File: src/rtl/pipeline_pkg.sv
// Shared definitions for the pipeline hazard controller: FSM encoding and
// register-index constants.
package pipeline_pkg;

   // Width of a MIPS register index (rs/rt/rd fields).
   localparam int REG_W = 5;

   // Register $0 is hard-wired to zero and never creates a data hazard.
   localparam logic [REG_W-1:0] REG_ZERO = 5'd0;

   // Sequencer states: normal flow, or frozen on a slow data-memory access.
   typedef enum logic [0:0] {
      ST_RUN      = 1'b0,
      ST_MEM_WAIT = 1'b1
   } state_t;

endpackage

File: src/rtl/pipeline_hazard_ctrl_hazard_detect.sv
// Combinational load-use detector: a load in EX whose destination is read by
// the instruction currently in ID.
module hazard_detect
   import pipeline_pkg::*;
(
   input  logic             idex_memread_i,
   input  logic [REG_W-1:0] idex_rt_i,
   input  logic [REG_W-1:0] ifid_rs_i,
   input  logic [REG_W-1:0] ifid_rt_i,
   input  logic             ifid_uses_rt_i,
   output logic             load_use_o
);

   // rs is always a source; rt only counts when the ID instruction reads it.
   always_comb begin
      load_use_o = idex_memread_i && (idex_rt_i != REG_ZERO) &&
                   ((idex_rt_i == ifid_rs_i) ||
                    (ifid_uses_rt_i && (idex_rt_i == ifid_rt_i)));
   end

endmodule

File: src/rtl/pipeline_hazard_ctrl.sv
// Central stall/flush sequencer for the 5-stage pipeline. Control outputs are
// combinational so they act in the cycle the hazard is seen; mem_error and
// stall_cycles are registered. TIMEOUT must be at least 2.
module pipeline_hazard_ctrl
   import pipeline_pkg::*;
#(
   parameter int TIMEOUT = 64,
   parameter int CNT_W   = 32
) (
   input  logic             clk,
   input  logic             reset,
   input  logic [REG_W-1:0] ifid_rs,
   input  logic [REG_W-1:0] ifid_rt,
   input  logic             ifid_uses_rt,
   input  logic             idex_memread,
   input  logic [REG_W-1:0] idex_rt,
   input  logic             ex_branch_taken,
   input  logic             id_jump,
   input  logic             exmem_memaccess,
   input  logic             dmem_ready,
   output logic             pc_write,
   output logic             if_id_write,
   output logic             if_id_flush,
   output logic             id_ex_write,
   output logic             id_ex_bubble,
   output logic             ex_mem_write,
   output logic             mem_wb_bubble,
   output logic             mem_error,
   output logic [CNT_W-1:0] stall_cycles,
   output state_t           dbg_state_o
);

   localparam int TO_W = (TIMEOUT > 1) ? $clog2(TIMEOUT) : 1;

   state_t           state_q, state_d;
   logic [TO_W-1:0]  to_cnt_q, to_cnt_d;
   logic             mem_error_q, mem_error_d;
   logic [CNT_W-1:0] stall_q, stall_d;

   logic load_use;
   logic timeout_hit;
   logic freeze;

   hazard_detect u_hazard_detect (
      .idex_memread_i (idex_memread),
      .idex_rt_i      (idex_rt),
      .ifid_rs_i      (ifid_rs),
      .ifid_rt_i      (ifid_rt),
      .ifid_uses_rt_i (ifid_uses_rt),
      .load_use_o     (load_use)
   );

   // Freeze decision: a new unready access in RUN, or still waiting without
   // ready and without having run out of time.
   always_comb begin
      timeout_hit = (state_q == ST_MEM_WAIT) && !dmem_ready &&
                    (to_cnt_q == TO_W'(TIMEOUT - 1));
      freeze      = ((state_q == ST_RUN) && exmem_memaccess && !dmem_ready) ||
                    ((state_q == ST_MEM_WAIT) && !dmem_ready && !timeout_hit);
   end

   // State, timeout counter, sticky error and stall counter registers.
   always_ff @(posedge clk or negedge reset) begin
      if (!reset) begin
         state_q     <= ST_RUN;
         to_cnt_q    <= '0;
         mem_error_q <= 1'b0;
         stall_q     <= '0;
      end else begin
         state_q     <= state_d;
         to_cnt_q    <= to_cnt_d;
         mem_error_q <= mem_error_d;
         stall_q     <= stall_d;
      end
   end

   // Next state: enter MEM_WAIT on an unready access, leave on ready or timeout.
   always_comb begin
      state_d     = state_q;
      to_cnt_d    = to_cnt_q;
      mem_error_d = mem_error_q;
      case (state_q)
         ST_RUN: begin
            if (exmem_memaccess && !dmem_ready) begin
               state_d  = ST_MEM_WAIT;
               to_cnt_d = '0;
            end
         end
         ST_MEM_WAIT: begin
            if (dmem_ready) begin
               state_d = ST_RUN;
            end else if (timeout_hit) begin
               state_d     = ST_RUN;
               mem_error_d = 1'b1;
            end else begin
               to_cnt_d = to_cnt_q + TO_W'(1);
            end
         end
         default: state_d = ST_RUN;
      endcase
   end

   // Pipeline controls by priority: reset, memory freeze, branch, load-use, jump.
   // Load-use outranks jump so the jump is seen again once ID is released.
   always_comb begin
      pc_write      = 1'b1;
      if_id_write   = 1'b1;
      if_id_flush   = 1'b0;
      id_ex_write   = 1'b1;
      id_ex_bubble  = 1'b0;
      ex_mem_write  = 1'b1;
      mem_wb_bubble = 1'b0;
      if (!reset) begin
         pc_write      = 1'b0;
         if_id_write   = 1'b0;
         id_ex_write   = 1'b0;
         ex_mem_write  = 1'b0;
         id_ex_bubble  = 1'b1;
         mem_wb_bubble = 1'b1;
      end else if (freeze) begin
         pc_write      = 1'b0;
         if_id_write   = 1'b0;
         id_ex_write   = 1'b0;
         ex_mem_write  = 1'b0;
         mem_wb_bubble = 1'b1;
      end else if (ex_branch_taken) begin
         if_id_flush  = 1'b1;
         id_ex_bubble = 1'b1;
      end else if (load_use) begin
         pc_write     = 1'b0;
         if_id_write  = 1'b0;
         id_ex_bubble = 1'b1;
      end else if (id_jump) begin
         if_id_flush = 1'b1;
      end
   end

   // Saturating count of cycles in which the PC did not advance.
   always_comb begin
      stall_d = stall_q;
      if (!pc_write && (stall_q != {CNT_W{1'b1}})) begin
         stall_d = stall_q + CNT_W'(1);
      end
   end

   assign mem_error    = mem_error_q;
   assign stall_cycles = stall_q;
   assign dbg_state_o  = state_q;

endmodule

File: config.mk
export PLATFORM = sky130hd
export DESIGN_NAME = pipeline_hazard_ctrl
export DESIGN_NICKNAME = d
export VERILOG_FILES = /design/src/rtl/pipeline_pkg.sv /design/src/rtl/pipeline_hazard_ctrl_hazard_detect.sv /design/src/rtl/pipeline_hazard_ctrl.sv
export SDC_FILE = /design/constraint.sdc
export NUM_CORES = 1
export LEC_CHECK = 0
export CAP_MARGIN = 20
export CORE_MARGIN = 2
export CORE_UTILIZATION = 35
export CTS_CLUSTER_DIAMETER = 30
export DETAILED_ROUTE_END_ITERATION = 10
export PLACE_DENSITY = 0.65
export SYNTH_ARGS = -nofsm -noshare
export SYNTH_HDL_FRONTEND = slang
export SYNTH_SLANG_ARGS = --single-unit
File: constraint.sdc
create_clock -name clk -period 3 [get_ports clk]
set_input_delay 0.6 -clock clk [delete_from_list [all_inputs] [get_ports clk]]
set_output_delay 0.6 -clock clk [all_outputs]
set_load 0.01 [all_outputs]
# Yosys cells after proc, flatten, opt, wreduce, memory -nomap -nowiden
# Index checks and enable logic that the tools add are counted.
# totals
regBits	40
in_bits	23
out_inout_bits	41
word_cells	58
# classes
add_sub_neg	2
eq_ne	7
muxes	25
bitwise	2
n_reduce_logical	18
# ops
op	n
$add 32x1->32 const B	1
$ne 32x32->1 const B	1
$mux 1	20
$mux 6	3
$pmux 6 s2	1
$eq 5x5->1	2
$logic_and 1x1->1	10
$add 6x1->6 const B	1
$eq 6x6->1 const B	1
$reduce_and 3->1	2
$reduce_bool 5->1	1
$ne 2x2->1 const B	2
$logic_not 1->1	3
$logic_or 1x1->1	2
$ne 2x1->1 const B	1
$not 1->1	2
$pmux 1 s2	1

# Longest topological paths before layout
# Gate-level depths: netlist of the first run.
# depth
ltp_word	10
ltp_mapped	9

# Cells and area by module
# Synthesis of the first run repeated with hierarchy kept, for this count alone.
# hier_totals
cells_unflattened	212
hier_area_um2	2429.8
# modules_own_cells
module	n_inst	cells_per_inst	area_per_inst_um2	seq_area_each_um2
pipeline_hazard_ctrl	1	195	2297.2	1001.0
hazard_detect	1	17	132.6	0.0

# Least setup slack after synthesis of the first run
# No wires, ideal clock.
# synth_timing
path_kind	input -> output
start	input idex_rt[0]
end	output pc_write
arrival_ps	1984
required_ps	2400
path_slack_ps	416
cell_stages	6
n_path_buf	2
cell_sequence	or4_1 > o21ai_1 > nor2_1 > a21oi_2 > buf_4 > buf_4
# synth_between
elab_chain_len	8
elab_cells_between_ends	11
classes_between	eq/ne (2); mux (4); reduce/logical (5)
# synth_rtl
element	line	rtl
start, declared	pipeline_hazard_ctrl.sv:16	input logic [REG_W-1:0] idex_rt,
$eq 5x5->1	pipeline_hazard_ctrl_hazard_detect.sv:18	(ifid_uses_rt_i && (idex_rt_i == ifid_rt_i)));
$logic_and 1x1->1	pipeline_hazard_ctrl_hazard_detect.sv:18	
$logic_or 1x1->1	pipeline_hazard_ctrl_hazard_detect.sv:17	((idex_rt_i == ifid_rs_i) ||
$logic_and 1x1->1 *	pipeline_hazard_ctrl_hazard_detect.sv:16	load_use_o = idex_memread_i && (idex_rt_i != REG_ZERO) &&
$mux 1 * (4 in series)	-	
end, declared	pipeline_hazard_ctrl.sv:21	output logic pc_write,
# Every way passes the cells marked *; elsewhere a longest branch is shown, timed or not.

# Worst setup path after layout of the first run
# layout_timing
start	input idex_rt[0]
end	output if_id_flush
# layout_between
elab_chain_len	8
elab_cells_between_ends	11
classes_between	eq/ne (2); mux (4); reduce/logical (5)
# layout_rtl
element	line	rtl
$eq 5x5->1	pipeline_hazard_ctrl_hazard_detect.sv:18	
$logic_and 1x1->1	pipeline_hazard_ctrl_hazard_detect.sv:18	
$logic_or 1x1->1	pipeline_hazard_ctrl_hazard_detect.sv:17	
$logic_and 1x1->1 *	pipeline_hazard_ctrl_hazard_detect.sv:16	
$mux 1 *	pipeline_hazard_ctrl.sv:129	end else if (load_use) begin
$mux 1 *	pipeline_hazard_ctrl.sv:126	end else if (ex_branch_taken) begin
$mux 1 *	pipeline_hazard_ctrl.sv:120	end else if (freeze) begin
$mux 1 *	pipeline_hazard_ctrl.sv:113	if (!reset) begin
end, declared	pipeline_hazard_ctrl.sv:23	output logic if_id_flush,
# Marks and branches as above.

==> metrics.cfg, run 1 <==
[cts]
clockBufferDepth = 2
cts_tree = built
root_buffer = clkbuf_8
clock_latency_ns = 0.29
cts_buffers = 5
hold_buffers = 0
cts_num_sinks = 40
cts.reportedPaths.clkPinSlew_ns = 0.07
htree_levels = 2

[synthesis]
synthFlopType = dfrtp_1
yosysUniqueCellTypes = 44
ys_ff_latch = 40
synthArstFlopShare_pct = 100
synth_area_leaders = dfrtp_1 (45%), xor2_1 (8.7%), xnor2_1 (7.9%)
syn-instance-count = 222
yosys.area.top_type = dfrtp_1
synth_edf_count = 0
synth.area.mux_share_pct = 0.959
synth-xor-area-share_pct = 16.6
synth_warnings = 0
synth_simple_gate_area_share_pct = 26.5
synth-adder-area-share_pct = 1.13
synth_nets = 247
synth_area_sq_um = 2220
avgSynthCellArea_sq_um = 9.99
yosysMostFrequentCell = dfrtp_1
synth_top_family_by_area = simple AND/OR/NAND/NOR gates
synth_compound_area_share_pct = 6.49
ys_seq_area_share_pct = 45.1
synth_common_cells = dfrtp_1 (40), xor2_1 (22), nor2_1 (20), xnor2_1 (20), nand2_1 (18)
synth_top_cell_area_share_pct = 45.1

[setup_path]
crit_buf_inv = 2
cp-start-kind = primary input
critical_path.top_delay_family = simple AND/OR/NAND/NOR gates
cp_slowest_cell = or4_4
path_max_fanout = 2
cp.required_ns = 2.40
crit_type = in2out
critPathMaxStageDelay_ns = 0.55
end_kind = primary output
path_cells = clkdlybuf4s50_1 > or4_4 > o21a_1 > nand2_1 > a21oi_1 > nor2_1 > dlygate4sd2_1
critical_path_arrival_ns = 2.29

[drt]
via_count = 1915
dr.pass1.iters = 4
drtIter0Drc = 56
post-route-drc-count = 0
drtAntennaViolNets = 0
routed_wl_mm = 5.46
vias_per_cell = 5.00
wl_per_cell_microns = 14.3

[timing]
period_share_pct = 96.2
finClkSkew_ns = 0.00673
hold_viol = 0
rsz0062_at_grt = false
max_slew_margin_pct = 55.8
slew_viol_final = 0
tns_ns = 0
setup_slack_ns = 0.115
finalCriticalPeriod_ns = 2.89
setup_violations = 0
timing.hold.ws_ns = 0.397
worst_pin_slew_ns = 0.658
fmax_mhz = 347

[grt]
antenna_found_initial = 0
grt_max_degree = 42
grt_pass1_wl_mm = 9.05
grt.total_usage_pct = 15.7
grt_pass1_vias = 1836
gr-total-overflow = 0

[power]
leakage_nw = 1.31
peakVddDrop_uv = 450
powerDensity_nw_per_um2 = 506

[layout]
syn_to_final_growth_pct = 41.4
stdcell_count = 383
antenna_cells = 0
final_layout_size_suffix_gt1_share_pct = 14.0
fin_nets = 332

[place]
pre_cts_ws_ns = -0.288
port_buffers = 63
dp.cells = 375
gp_congestion = 0.782
hpwl_mm = 4.16

[die]
die_area_sq_um = 6990
pin_count = 64
die_x_microns = 83.6
start_util_pct = 36.8
die_y_microns = 83.6
rows = 28
coreArea_sq_um = 6030

[outcome]
status = finished clean

[run]
drv_cap = 0

[min_path]
worstHoldPathType = in2async

-- power by group --
part | total, mW | internal (mW) | switching, mW
Clock | 0.367 | 0.188 | 0.180
Sequential | 0.738 | 0.627 | 0.111
Combinational | 0.481 | 0.273 | 0.207
Total | 1.59 | 1.09 | 0.498
-- cell type report --
| cell class | instances | area, sq um |
|---|---|---|
| fillers | 585 | 2890 |
| clock buffers | 8 | 90.1 |
| inverters | 7 | 26.3 |
| repair buffers | 83 | 766 |
| multi-input cells | 170 | 1160 |
| well taps | 75 | 93.8 |
| flip-flops and latches | 40 | 1000 |
-- through the flow --
step / power [mW] / instance area [sq um] / util, %
after floorplan: 0.951 / 2220 / -
after global placement: 1.22 / 3040 / 50.5
after detailed placement: 1.23 / 3040 / 50.5
after CTS: 1.60 / 3140 / 52.1
after global routing: 1.68 / 3140 / 52.0
final: 1.59 / 3140 / 52.0
-- per-layer routing --
layer	global-route usage (%)	up-vias	part of all wire, %
met5	0	-	0
met3	2.87	7	3.2
li1	-	954	-
met1	21.4	917	47
met4	3.96	0	0.92
met2	25.7	37	49
-- cells in the final DEF (no fill, tap or decap), types with 2 or more instances in the layout --
cell type and count:
a21oi_1 5, nor4b_1 2, clkbuf_2 2, nor2_1 20
nand2b_1 3, nand2_1 18, inv_1 6, dfrtp_1 40
dlygate4sd2_1 2, ha_1 2, clkdlybuf4s50_1 57, nand3_1 11
a21oi_2 2, clkbuf_1 2, nor3_1 12, xnor2_1 20
nand3b_1 3, nand4_1 9, or3_1 2, and3_1 4
o21ai_0 5, xor2_1 22, clkbuf_8 6, nor4_1 5
nand4_2 2, buf_4 20, and2_1 3
-- repair_timing --
| action | 4_1_cts | 5_1_grt |
|---|---|---|
| buffers inserted | 0 | 0 |
| endpoints found under the setup margin | 4 | 3 |
| resized for setup | 7 | 5 |
| pin swaps | 0 | 1 |
-- path summary, 6_finish.rpt --
| path | slack [ns] | cells after the start | endpoint | from |
|---|---|---|---|---|
| max | 0.11 | 7 | if_id_flush | idex_rt[0] |
| min | 0.40 | 2 | to_cnt_q[4]$_DFFE_PN0P_ | reset |
| max reg2reg | 0.64 | 10 | stall_cycles[4]$_DFFE_PN0P_ | to_cnt_q[0]$_DFFE_PN0P_ |
| min reg2reg | 0.46 | 1 | mem_error$_DFFE_PN0P_ | mem_error$_DFFE_PN0P_ |
| max in group asynchronous | 2.25 | 2 | stall_cycles[11]$_DFFE_PN0P_ | reset |
| min in group clk | 0.46 | 1 | mem_error$_DFFE_PN0P_ | mem_error$_DFFE_PN0P_ |
-- worst reg2reg max path, stage by stage (launching register included) --
cell,delay (ns)
dfrtp_1,0.42
ha_1,0.22
and3_1,0.19
a41o_1,0.28
and2_1,0.19
inv_2,0.07
a21oi_2,0.04
buf_4,0.16
buf_4,0.19
nor4b_1,0.37
xor2_1,0.18
-- registers in the layout, summed over array words and instances, names as in the netlist --
name          cells
mem_error         1
dbg_state_o       1
to_cnt_q          6
stall_cycles     32
-- cell families (layout without fill, tap and decap cells) --
family,count (synthesis),after routing
and+or+nand+nor,103,103
AOI/OAI and AO/OA,21,21
xor gates and xnor gates,42,42
DFF,40,40
buffers and inverters,12,98
muxes,2,2
adders and majority gates,2,2
(Power assumes the default switching activity.)
==> run 2: changes to the inputs <==
- CAP_MARGIN: 20 -> unset
==> results of run 2 <==
Final layout, timing and power as in run 1 (identical DEF).
==> run 3: changes to the inputs <==
==> constraint.sdc (replaced) <==
create_clock -name clk -period 3 [get_ports clk]
set_input_delay 0.45 -clock clk [delete_from_list [all_inputs] [get_ports clk]]
set_output_delay 0.45 -clock clk [all_outputs]
set_load 0.01 [all_outputs]
==> run 3 against run 2 <==
  * Non-clock buffer count down 4
  * Clock power down 6.3%
  * Final cell count shrank 1.3%
  * Via count is 2.0% lower
  * Setup slack better by 0.052 ns
  * Routed wire length shrank 3.7%
  * Global-route usage down 0.52 points
  * Highest routed layer unchanged
==> metrics.cfg, run 3 (synthesis results as in run 1) <==
[setup_path]
path_max_fanout = 2  ; unchanged
reg2reg_depth = 10  ; unchanged
critical_path_arrival_ns = 2.38  ; +0.09 ns
critPathMaxStageDelay_ns = 0.56  ; about the same
cpMostUsedCell = clkdlybuf4s50_1
regToRegStartpoint = to_cnt_q[0]$_DFFE_PN0P_
reg2reg_to = stall_cycles[4]$_DFFE_PN0P_
end_kind = primary output
cp_slowest_cell = or4_1
crit_path_end = if_id_flush
path_cells = clkdlybuf4s50_1 > or4_1 > o21a_1 > nand2_1 > a21oi_1 > nor2_1 > clkdlybuf4s50_1
r2r_slack_ns = 0.63  ; about the same
crit_type = in2out
cp-startpoint = idex_rt[0]
cp.required_ns = 2.55  ; +0.15 ns
cp-start-kind = primary input

[drt]
via_count = 1876  ; -2.0%
wl_per_cell_microns = 13.9  ; -2.4%
routed_wl_mm = 5.26  ; -3.7%
drtIter0Drc = 79  ; +41%
post-route-drc-count = 0  ; unchanged
drtAntennaViolNets = 0  ; unchanged
vias_per_cell = 4.96  ; -0.74%
dr.pass1.iters = 4  ; unchanged

[timing]
slew_viol_final = 0  ; unchanged
tns_ns = 0  ; unchanged
hold_viol = 0  ; unchanged
worst_pin_slew_ns = 0.684  ; +0.0265 ns
setup_violations = 0  ; unchanged
max_slew_margin_pct = 54.0  ; -1.8 points
finalCriticalPeriod_ns = 2.83  ; -0.0515 ns
fmax_mhz = 353  ; +1.8%
period_share_pct = 94.5  ; -1.7 points
rsz0062_at_grt = false
finClkSkew_ns = 0.00491  ; -0.00182 ns

[layout]
largest_register_ffs = 32  ; unchanged
syn_to_final_growth_pct = 40.0
antenna_cells = 0  ; unchanged
final_common_cell = clkdlybuf4s50_1
final_layout_size_suffix_gt1_share_pct = 11.2  ; -2.7 points
final_cell_mix = clkdlybuf4s50_1 (60), dfrtp_1 (40), xor2_1 (22)
fin_nets = 328  ; -1.2%

[cts]
cts_num_sinks = 40  ; unchanged
root_buffer = clkbuf_8
cts_setup_buffers = 0  ; unchanged
clockBufferDepth = 2  ; unchanged
htree_levels = 2  ; unchanged
clock_latency_ns = 0.29  ; about the same
cts.reportedPaths.clkPinSlew_ns = 0.08  ; about the same
cts_buffers = 5  ; unchanged
cts_tree = built

[power]
switching_power_mw = 0.500  ; +0.20%
internal-power_mw = 1.06  ; -2.9%
combPwrFrac_pct = 30.6  ; +0.3 points
swShare_pct = 32.1  ; +0.67 points
leakage_nw = 1.30  ; -1.0%
p_seq_share_pct = 47.3  ; +0.8 points
powerDensity_nw_per_um2 = 502  ; -0.87%
pwr-share-clk_pct = 22.1  ; -1.1 points
peakVddDrop_uv = 413  ; -8.2%
p_total_mw = 1.56  ; -1.9%

[grt]
grt.total_usage_pct = 15.2  ; -0.52 points
grt_max_degree = 37  ; -12%
gr-total-overflow = 0  ; unchanged
grt_pass1_vias = 1774  ; -3.4%
antenna_found_initial = 0  ; unchanged
grt_pass1_wl_mm = 8.58  ; -5.1%

[die]
coreArea_sq_um = 6030  ; unchanged
start_util_pct = 36.8  ; unchanged
die_x_microns = 83.6  ; unchanged
die_area_sq_um = 6990  ; unchanged
die_y_microns = 83.6  ; unchanged
rows = 28  ; unchanged
pin_count = 64  ; unchanged

[place]
hpwl_mm = 4.00  ; -3.9%
gp_congestion = 0.790  ; +1.1%
port_buffers = 63  ; unchanged

[outcome]
status = finished clean

[min_path]
worstHoldPathType = reg2reg

[run]
drv_cap = 0  ; unchanged

run 3: stage by stage:
step | hold slack (ns) | setup slack [ns] | area (sq um) | utilization, % | std cells
floorplan | 0.154 | 0.674 | 2220 | - | 222
global placement | 0.302 | 0.0574 | 3000 | 49.9 | 370
detailed placement | 0.305 | 0.0376 | 3000 | 49.9 | 370
CTS | 0.478 | 0.0296 | 3090 | 51.3 | 378
global route | 0.507 | 0.0598 | 3100 | 51.5 | 378
finish | 0.467 | 0.166 | 3100 | 51.5 | 378
run 3: critical path: cells and delay by family:
family          cells  cell delay (ns)
compound gates      2             0.26
buf+inv             2             0.97
simple gates        3             0.70
run 3: worst min-delay path by stage:
| stage | endpoint | cells after the start | from |
|---|---|---|---|
| 2_1_floorplan | dbg_state_o$_DFF_PN0_ | 0 | reset |
| 3_3_place_gp | to_cnt_q[1]$_DFFE_PN0P_ | 1 | reset |
| 3_5_place_dp | to_cnt_q[1]$_DFFE_PN0P_ | 1 | reset |
| 4_1_cts | mem_error$_DFFE_PN0P_ | 1 | mem_error$_DFFE_PN0P_ |
| 5_1_grt | to_cnt_q[1]$_DFFE_PN0P_ | 2 | reset |
| 6_report | mem_error$_DFFE_PN0P_ | 1 | mem_error$_DFFE_PN0P_ |
run 3: what timing repair did:
item / 4_1_cts / 5_1_grt
setup endpoints to repair: 0 / 4
hold buffers: 1 / 0
hold endpoints to repair: 4 / 0
resized for setup: 0 / 3
run 3: area by class of cell:
cell class | count | area (sq um)
Timing Repair Buffer | 79 | 753
Tap cell | 75 | 93.8
Sequential cell | 40 | 1000
Clock inverter | 1 | 5.00
Clock buffer | 6 | 72.6
Inverter | 7 | 26.3
Multi-Input combinational cell | 170 | 1150
Fill cell | 577 | 2920
run 3: layer usage:
metal  global-route usage, %  part of all wire (%)  wire [microns]  up-vias
met4                    5.87                   1.6              85        0
met3                    3.26                   3.8             198        7
li1                        -                     -               -      939
met2                    24.3                    48            2530       35
met5                       0                     0               0        -
met1                    20.0                    46            2440      895
run 3: power by group through the flow:
stage	logic, mW	clock network (mW)	registers [mW]
finish	0.476	0.344	0.736
global route	0.518	0.377	0.752
CTS	0.481	0.356	0.736
detailed placement	0.479	0	0.744
global placement	0.472	0	0.746
floorplan	0.186	0	0.765
